$ cat config.mk
export PLATFORM = sky130hd
export DESIGN_NAME = fwd_hazard_unit
export DESIGN_NICKNAME = d
export VERILOG_FILES = /design/src/rtl/fwd_hazard_unit.sv
export SDC_FILE = /design/constraint.sdc
export NUM_CORES = 1
export LEC_CHECK = 0
export ABC_AREA = 1
export CAP_MARGIN = 0
export CELL_PAD_IN_SITES_DETAIL_PLACEMENT = 0
export CELL_PAD_IN_SITES_GLOBAL_PLACEMENT = 1
export CORE_MARGIN = 1.5
export CORE_UTILIZATION = 26
export DETAILED_ROUTE_END_ITERATION = 6
export GPL_TIMING_DRIVEN = 0
export PLACE_DENSITY = 0.92
export SKIP_CTS_REPAIR_TIMING = 1
export SYNTH_ARGS = -nofsm -noshare
export SYNTH_HDL_FRONTEND = slang
export SYNTH_SLANG_ARGS = --single-unit
export TNS_END_PERCENT = 100
$ cat constraint.sdc
create_clock -name CLK -period 1.8 [get_ports CLK]
set_input_delay 0.27 -clock CLK [delete_from_list [all_inputs] [get_ports CLK]]
set_output_delay 0.27 -clock CLK [all_outputs]
set_load 0.02 [all_outputs]
$ cat src/rtl/fwd_hazard_unit.sv
// Forwarding and load-use hazard unit for the 5-stage pipeline.
// Tracks the destination of each in-flight instruction from EX up to the
// register-file write point, selects bypass data for both decode operands,
// stalls IF/ID on load-use hazards and counts stall cycles.
module fwd_hazard_unit #(
    parameter int DW         = 16,
    parameter int RW_W       = 3,
    parameter int DEPTH      = 3,
    parameter int LOAD_STAGE = 2,
    parameter int CNT_W      = 16,
    localparam int SEL_W     = $clog2(DEPTH + 1)
) (
    input  logic                CLK,
    input  logic                RST_N,
    input  logic                id_valid,
    input  logic [RW_W-1:0]     id_rs,
    input  logic [RW_W-1:0]     id_rt,
    input  logic                id_rs_used,
    input  logic                id_rt_used,
    input  logic [RW_W-1:0]     id_rw,
    input  logic                id_regwr,
    input  logic                id_memrd,
    input  logic                id_flush,
    input  logic [DW-1:0]       rf_a,
    input  logic [DW-1:0]       rf_b,
    input  logic [DEPTH*DW-1:0] stage_data,
    output logic [DW-1:0]       fwd_a,
    output logic [DW-1:0]       fwd_b,
    output logic [SEL_W-1:0]    fwd_a_sel,
    output logic [SEL_W-1:0]    fwd_b_sel,
    output logic                stall,
    output logic                ex_bubble,
    output logic [CNT_W-1:0]    stall_count
);

    // Stage k (1 = EX) holds the producer info of the instruction in that stage.
    logic [DEPTH:1]  ent_valid;
    logic [DEPTH:1]  ent_regwr;
    logic [DEPTH:1]  ent_memrd;
    logic [RW_W-1:0] ent_rw [1:DEPTH];

    logic load_a;
    logic load_b;
    logic new_valid;

    // Operand A bypass: scan oldest to youngest so the youngest producer wins.
    always_comb begin
        fwd_a_sel = '0;
        fwd_a     = rf_a;
        load_a    = 1'b0;
        for (int k = DEPTH; k >= 1; k--) begin
            if (ent_valid[k] && ent_regwr[k] && (ent_rw[k] == id_rs) &&
                id_rs_used && id_valid) begin
                fwd_a_sel = SEL_W'(k);
                fwd_a     = stage_data[(k-1)*DW +: DW];
                load_a    = ent_memrd[k] && (k < LOAD_STAGE);
            end
        end
    end

    // Operand B bypass: same selection rule on rt.
    always_comb begin
        fwd_b_sel = '0;
        fwd_b     = rf_b;
        load_b    = 1'b0;
        for (int k = DEPTH; k >= 1; k--) begin
            if (ent_valid[k] && ent_regwr[k] && (ent_rw[k] == id_rt) &&
                id_rt_used && id_valid) begin
                fwd_b_sel = SEL_W'(k);
                fwd_b     = stage_data[(k-1)*DW +: DW];
                load_b    = ent_memrd[k] && (k < LOAD_STAGE);
            end
        end
    end

    // A load whose data is not ready yet forces the ID instruction to wait;
    // a flushed instruction is bubbled regardless.
    assign stall     = load_a | load_b;
    assign ex_bubble = stall | id_flush;
    assign new_valid = id_valid & ~stall & ~id_flush;

    // Tracker shifts one stage per clock; the last stage falls off after its RF write.
    always_ff @(posedge CLK) begin
        if (!RST_N) begin
            ent_valid <= '0;
            ent_regwr <= '0;
            ent_memrd <= '0;
            for (int k = 1; k <= DEPTH; k++) ent_rw[k] <= '0;
        end else begin
            ent_valid[1] <= new_valid;
            ent_regwr[1] <= id_regwr;
            ent_memrd[1] <= id_memrd;
            ent_rw[1]    <= id_rw;
            for (int k = 2; k <= DEPTH; k++) begin
                ent_valid[k] <= ent_valid[k-1];
                ent_regwr[k] <= ent_regwr[k-1];
                ent_memrd[k] <= ent_memrd[k-1];
                ent_rw[k]    <= ent_rw[k-1];
            end
        end
    end

    // Saturating stall-cycle counter.
    always_ff @(posedge CLK) begin
        if (!RST_N) begin
            stall_count <= '0;
        end else if (stall && (stall_count != {CNT_W{1'b1}})) begin
            stall_count <= stall_count + CNT_W'(1);
        end
    end

endmodule

Word level (Yosys, flattened, before mapping) --
Memory sizes are Yosys's and may differ from the RTL's. Index checks and enable logic that the tools add are counted.
Operators by class: $add $sub $neg 1, $mul 0, div/mod/pow operators 0, $lt $le $gt $ge 0, equality and inequality tests 7, shifts and indexed selects 0, multiplexer cells 19, bitwise operators 9, reduce and logical (&&, ||, !) cells 22
Operator list (count):
- $mux W16 | 6
- $logic_and A1 B1 Y1 | 22
- $eq A3 B3 Y1 | 6
- $add A16 B1 Y16 const B | 1
- $ne A16 B16 Y1 const B | 1
- $mux W2 | 6
- $mux W3 | 3
- $or A1 B1 Y1 | 5
- $mux W1 | 4
- $and A1 B1 Y1 | 2
- $not A1 Y1 | 2
Storage, ports and cells: register bits 23, latch bits 0, memory bits (writable) 9, bits in read-only memories 0, input port bits 97, output and inout port bits 54, logic and storage cells 63, memories 1
Memory list:
- ent_rw | depth 3, width 3, rd ports 3, clocked after Yosys merged registers in 0, wr ports 3, RTL line 40 | logic [RW_W-1:0] ent_rw [1:DEPTH];

Logic depth before layout (Yosys ltp) --
depth in word-level cells 9, depth in mapped cells 11, mapped depth without buffers 10

Least setup slack after synthesis --
OpenSTA, ideal clock, no wires.
kind input to output, start point in id_rs_used, end point out fwd_a_sel[1], arrival 1467 ps, data required time 1530 ps, setup slack 63 ps, cell stages on the path 7, buffers on the path 1, cell sequence nand2_1 > clkinv_1 > nand2_1 > nor2_1 > nand2_2 > clkbuf_1 > a21boi_0
On the way: longest elaborated chain between the ends 5, elaborated cells on any way between the ends 9, classes of those cells 3 x mux; 6 x reduce/logical
RTL lines:
- from (decl) | RTL line 18 | input logic id_rs_used,
- $logic_and A1 B1 Y1 | RTL line 52 | if (ent_valid[k] && ent_regwr[k] && (ent_rw[k] == id_rs) &&
- $logic_and A1 B1 Y1 | RTL line 53 | id_rs_used && id_valid) begin
- $mux W2 (2 in a row) | RTL line 52
- $mux W2 (*) | RTL line 52
- to (decl) | RTL line 29 | output logic [SEL_W-1:0] fwd_a_sel,
Mark *: on every way between the ends. The rest lies on a longest branch, timed or not.

==> summary.md <==
| Metric | Value |
|---|---|
| Status | `finished with violations` |
| Summed instance area of the synthesized netlist | `0.00304 mm²` |
| Failing checks | `setup timing` |
| Post-Syn Instances | `566` |
| Startpoint type of the worst setup path | `flop` |
| Root buffer cell | `sky130_fd_sc_hd__clkbuf_16` |
| Met1 routing resource usage after global routing | `0.236` |
| Chain of cells forming the critical path | `xor2_2, nor2_4, nor2b_1, buf_4, clkbuf_16, nand3_1, nand2_1, nor2_1, nor2_1, buf_4` |
| Routed length per placed instance | `15.3 µm` |
| Total power draw | `2.14 mW` |
| Total of flip-flops plus latches after synthesis | `32` |
| Post-Syn Nets | `664` |
| Area of the die | `0.0124 mm²` |
| Die width | `111 µm` |
| Synth Area in Simple Gates | `0.584` |
| Buffer depth of the longest clock path | `2` |
| Post-route minimum period | `2100 ps` |
| Type of the setup path with the least slack | `reg2out` |
| RD Place Congestion | `0.900` |
| Transition time of the tightest slew-check pin | `709 ps` |
| Total clock sinks | `32` |
| Area overhead of the layout relative to synthesis | `83.0%` |
| Clock-pin slew on the worst setup and hold paths | `50 ps` |
| Sw Ratio | `0.264` |
| Count of unique library cells instantiated by Yosys | `30` |
| Remaining antenna violation count | `0` |
| Overflow left after global routing | `0` |
| Power Internal | `1.57 mW` |
| Compound-gate portion of the synthesized area | `0.0440` |
| Floorplan Core Area | `0.0114 mm²` |
| First-pass GRT wire length | `19.2 mm` |
| Power Dens Cells | `384 mW/mm²` |
| Setup repair after global routing missed its margin | `true` |
| CP arrival | `1830 ps` |
| Final max-slew violation count | `0` |
| Setup violators final | `38` |
| Sequential-to-total area share from yosys stat | `0.211` |
| Adder-cell area share of the yosys netlist | `0.00412` |
| Final instance count without filler cells | `901` |
| Total count of hold-check failures in the final report | `0` |
| Worst path required time | `1530 ps` |
| Total Routing Usage GR | `0.193` |
| Hold WS | `273 ps` |
| Number of fill cells | `1145` |
| Via count of the routed design | `4414` |
| GRT met3 Usage | `0.0334` |
| Switching power total | `564 µW` |
| Slowest cell on the critical path | `sky130_fd_sc_hd__dfxtp_2` |
| Site Rows | `39` |
| Crit-path max FO | `5` |
| Total negative setup slack | `-8740 ps` |
| Average cell area after synthesis | `5.37 µm²` |
| Fraction of synthesized area in multiplexers | `0` |
| Number of design rule violations left after detail routing | `0` |
| Average via count per standard cell | `4.90` |
| Combinational family with the most area after synthesis | `simple AND/OR/NAND/NOR gates` |
| Layout cells sized above 1 | `0.252` |
| Instance count after placement with tap cells included | `859` |
| Maxcap violations | `0` |
| Synth Warn # | `0` |
| Placement Cell Area | `0.00472 mm²` |
| Post-route setup slack | `-304 ps` |
| GR peak layer | `met2` |
| Seq pwr share | `0.345` |
| Largest net degree at the start of global routing | `11` |
| Post-detailed-routing wire length | `13.7 mm` |
| Fin nets | `855` |
| Delay of the slowest cell on the worst path | `340 ps` |
| Initial DRC count | `358` |
| Design Area, Final | `0.00556 mm²` |
| Half-perimeter wire length after detailed placement | `9.63 mm` |
| Number of global-route vias before repair | `3803` |
| Xor/xnor share of the synthesized area | `0.0519` |
| Diodes inserted | `0` |
| CTS tree | `done` |
| H-tree lvl count | `2` |
| TritonCTS Buffers | `5` |
| Die Y | `111 µm` |
| Period utilisation layout | `1.17` |
| Part of the power in the clock network | `0.398` |
| Path category of the worst min-delay check | `in2reg` |
| GR met2 Demand/Resource | `0.342` |
| Leading cell types in the layout, fill and taps excluded | `174 x sky130_fd_sc_hd__nand2_1, 109 x sky130_fd_sc_hd__nor2_1, 103 x sky130_fd_sc_hd__clkdlybuf4s50_1, 78 x sky130_fd_sc_hd__nand3_1, 61 x sky130_fd_sc_hd__buf_4` |
| Initial Util | `0.266` |
| Clock latency of the later-clocked register in the worst-skew pair | `280 ps` |
| Logic pwr share | `0.257` |
| Initial antenna violation count | `0` |
| Critical path endpoint category | `output pin` |
| Most frequent standard cell in the layout excluding fill and tap cells | `sky130_fd_sc_hd__nand2_1` |
| Setup Skew | `6.52 ps` |
| Pleak | `2.82 nW` |
| Slew margin rel. | `0.527` |
| Number of input and output port buffers inserted | `150` |
| Worst R2R Setup Slack | `150 ps` |
| Peak clock frequency supported by timing | `475 MHz` |
| Largest voltage drop on the vdd net | `535 µV` |
| Iteration count of the initial detailed-routing pass | `5` |
| Total I/O pin count | `151` |
stage by stage:
| stage | util | setup WS [ps] |
|---|---|---|
| floorplan | - | 62.9 |
| global placement | 0.413 | -1210 |
| detailed placement | 0.413 | -1200 |
| CTS | 0.426 | -1230 |
| global route | 0.487 | -384 |
| finish | 0.487 | -304 |
final cells by class:
type	instances	area, µm²	share of cell area
inverter	48	200	0.0360
tap	143	179	0.0322
clock inverter	2	10.0	0.00180
multi-input combinational	461	2320	0.416
timing repair buffer	184	1810	0.325
clock buffer	6	139	0.0250
buffer	25	251	0.0452
sequential	32	658	0.118
final timing paths:
path,depth (start not counted),start,end
hold / removal,3,id_valid,ent_valid[1]$_SDFF_PN0_
setup / recovery,10,ent_rw[0][9]$_SDFF_PN0_,fwd_b[14]
setup reg to reg,7,stall_count[0]$_SDFFE_PN0P_,stall_count[15]$_SDFFE_PN0P_
hold reg to reg,2,ent_valid[2]$_SDFF_PN0_,ent_valid[3]$_SDFF_PN0_
power by group through the flow:
stage,sequential (mW),combinational (mW),clock (mW)
5_1_grt,0.739,0.582,0.887
6_report,0.737,0.548,0.850
3_3_place_gp,0.748,0.525,0
3_5_place_dp,0.749,0.527,0
4_1_cts,0.734,0.532,0.858
2_1_floorplan,0.747,0.182,0
synth_stat cells, drive strengths merged:
master,count,area (µm²)
nand2,197,757
a21oi,15,109
xor2,15,131
nand3,88,458
o21ai,2,10.0
nor2b,1,6.26
buf,19,116
or2,2,12.5
a21boi,2,15.0
ha,1,12.5
xnor2,3,26.3
nor3,1,16.3
nand4,5,31.3
dfxtp,32,641
nor2,127,479
clkbuf,6,23.8
inv,46,173
nand3b,2,15.0
clkinv,2,7.51
routing by layer:
metal / vias to the layer above / wire, µm / part of all wire
met1: 2007 / 5590 / 0.41
li1: 2140 / - / -
met3: 37 / 994 / 0.072
met4: 0 / 399 / 0.029
met2: 230 / 6760 / 0.49
met5: - / 0 / 0
worst max-delay path: cells and delay by family (launching register included):
family	cells	cell delay (ps)
AND/OR/NAND/NOR	6	530
buffers and inverters	3	490
flip-flops	1	340
XOR/XNOR	1	180
state kept, by name, indices dropped and copies added (netlist names):
register,cells
ent_rw,9
ent_memrd,1
ent_regwr,3
ent_valid,3
stall_count,16
cell families (layout without fill, tap and decap cells):
group / Yosys count / count (layout)
buffers and inverters: 73 / 265
DFF: 32 / 32
AOI/OAI and AO/OA: 19 / 19
xor gates and xnor gates: 18 / 18
adders and majority gates: 1 / 1
and+or+nand+nor: 423 / 423
Note: power is estimated with default switching activity, not from simulation.
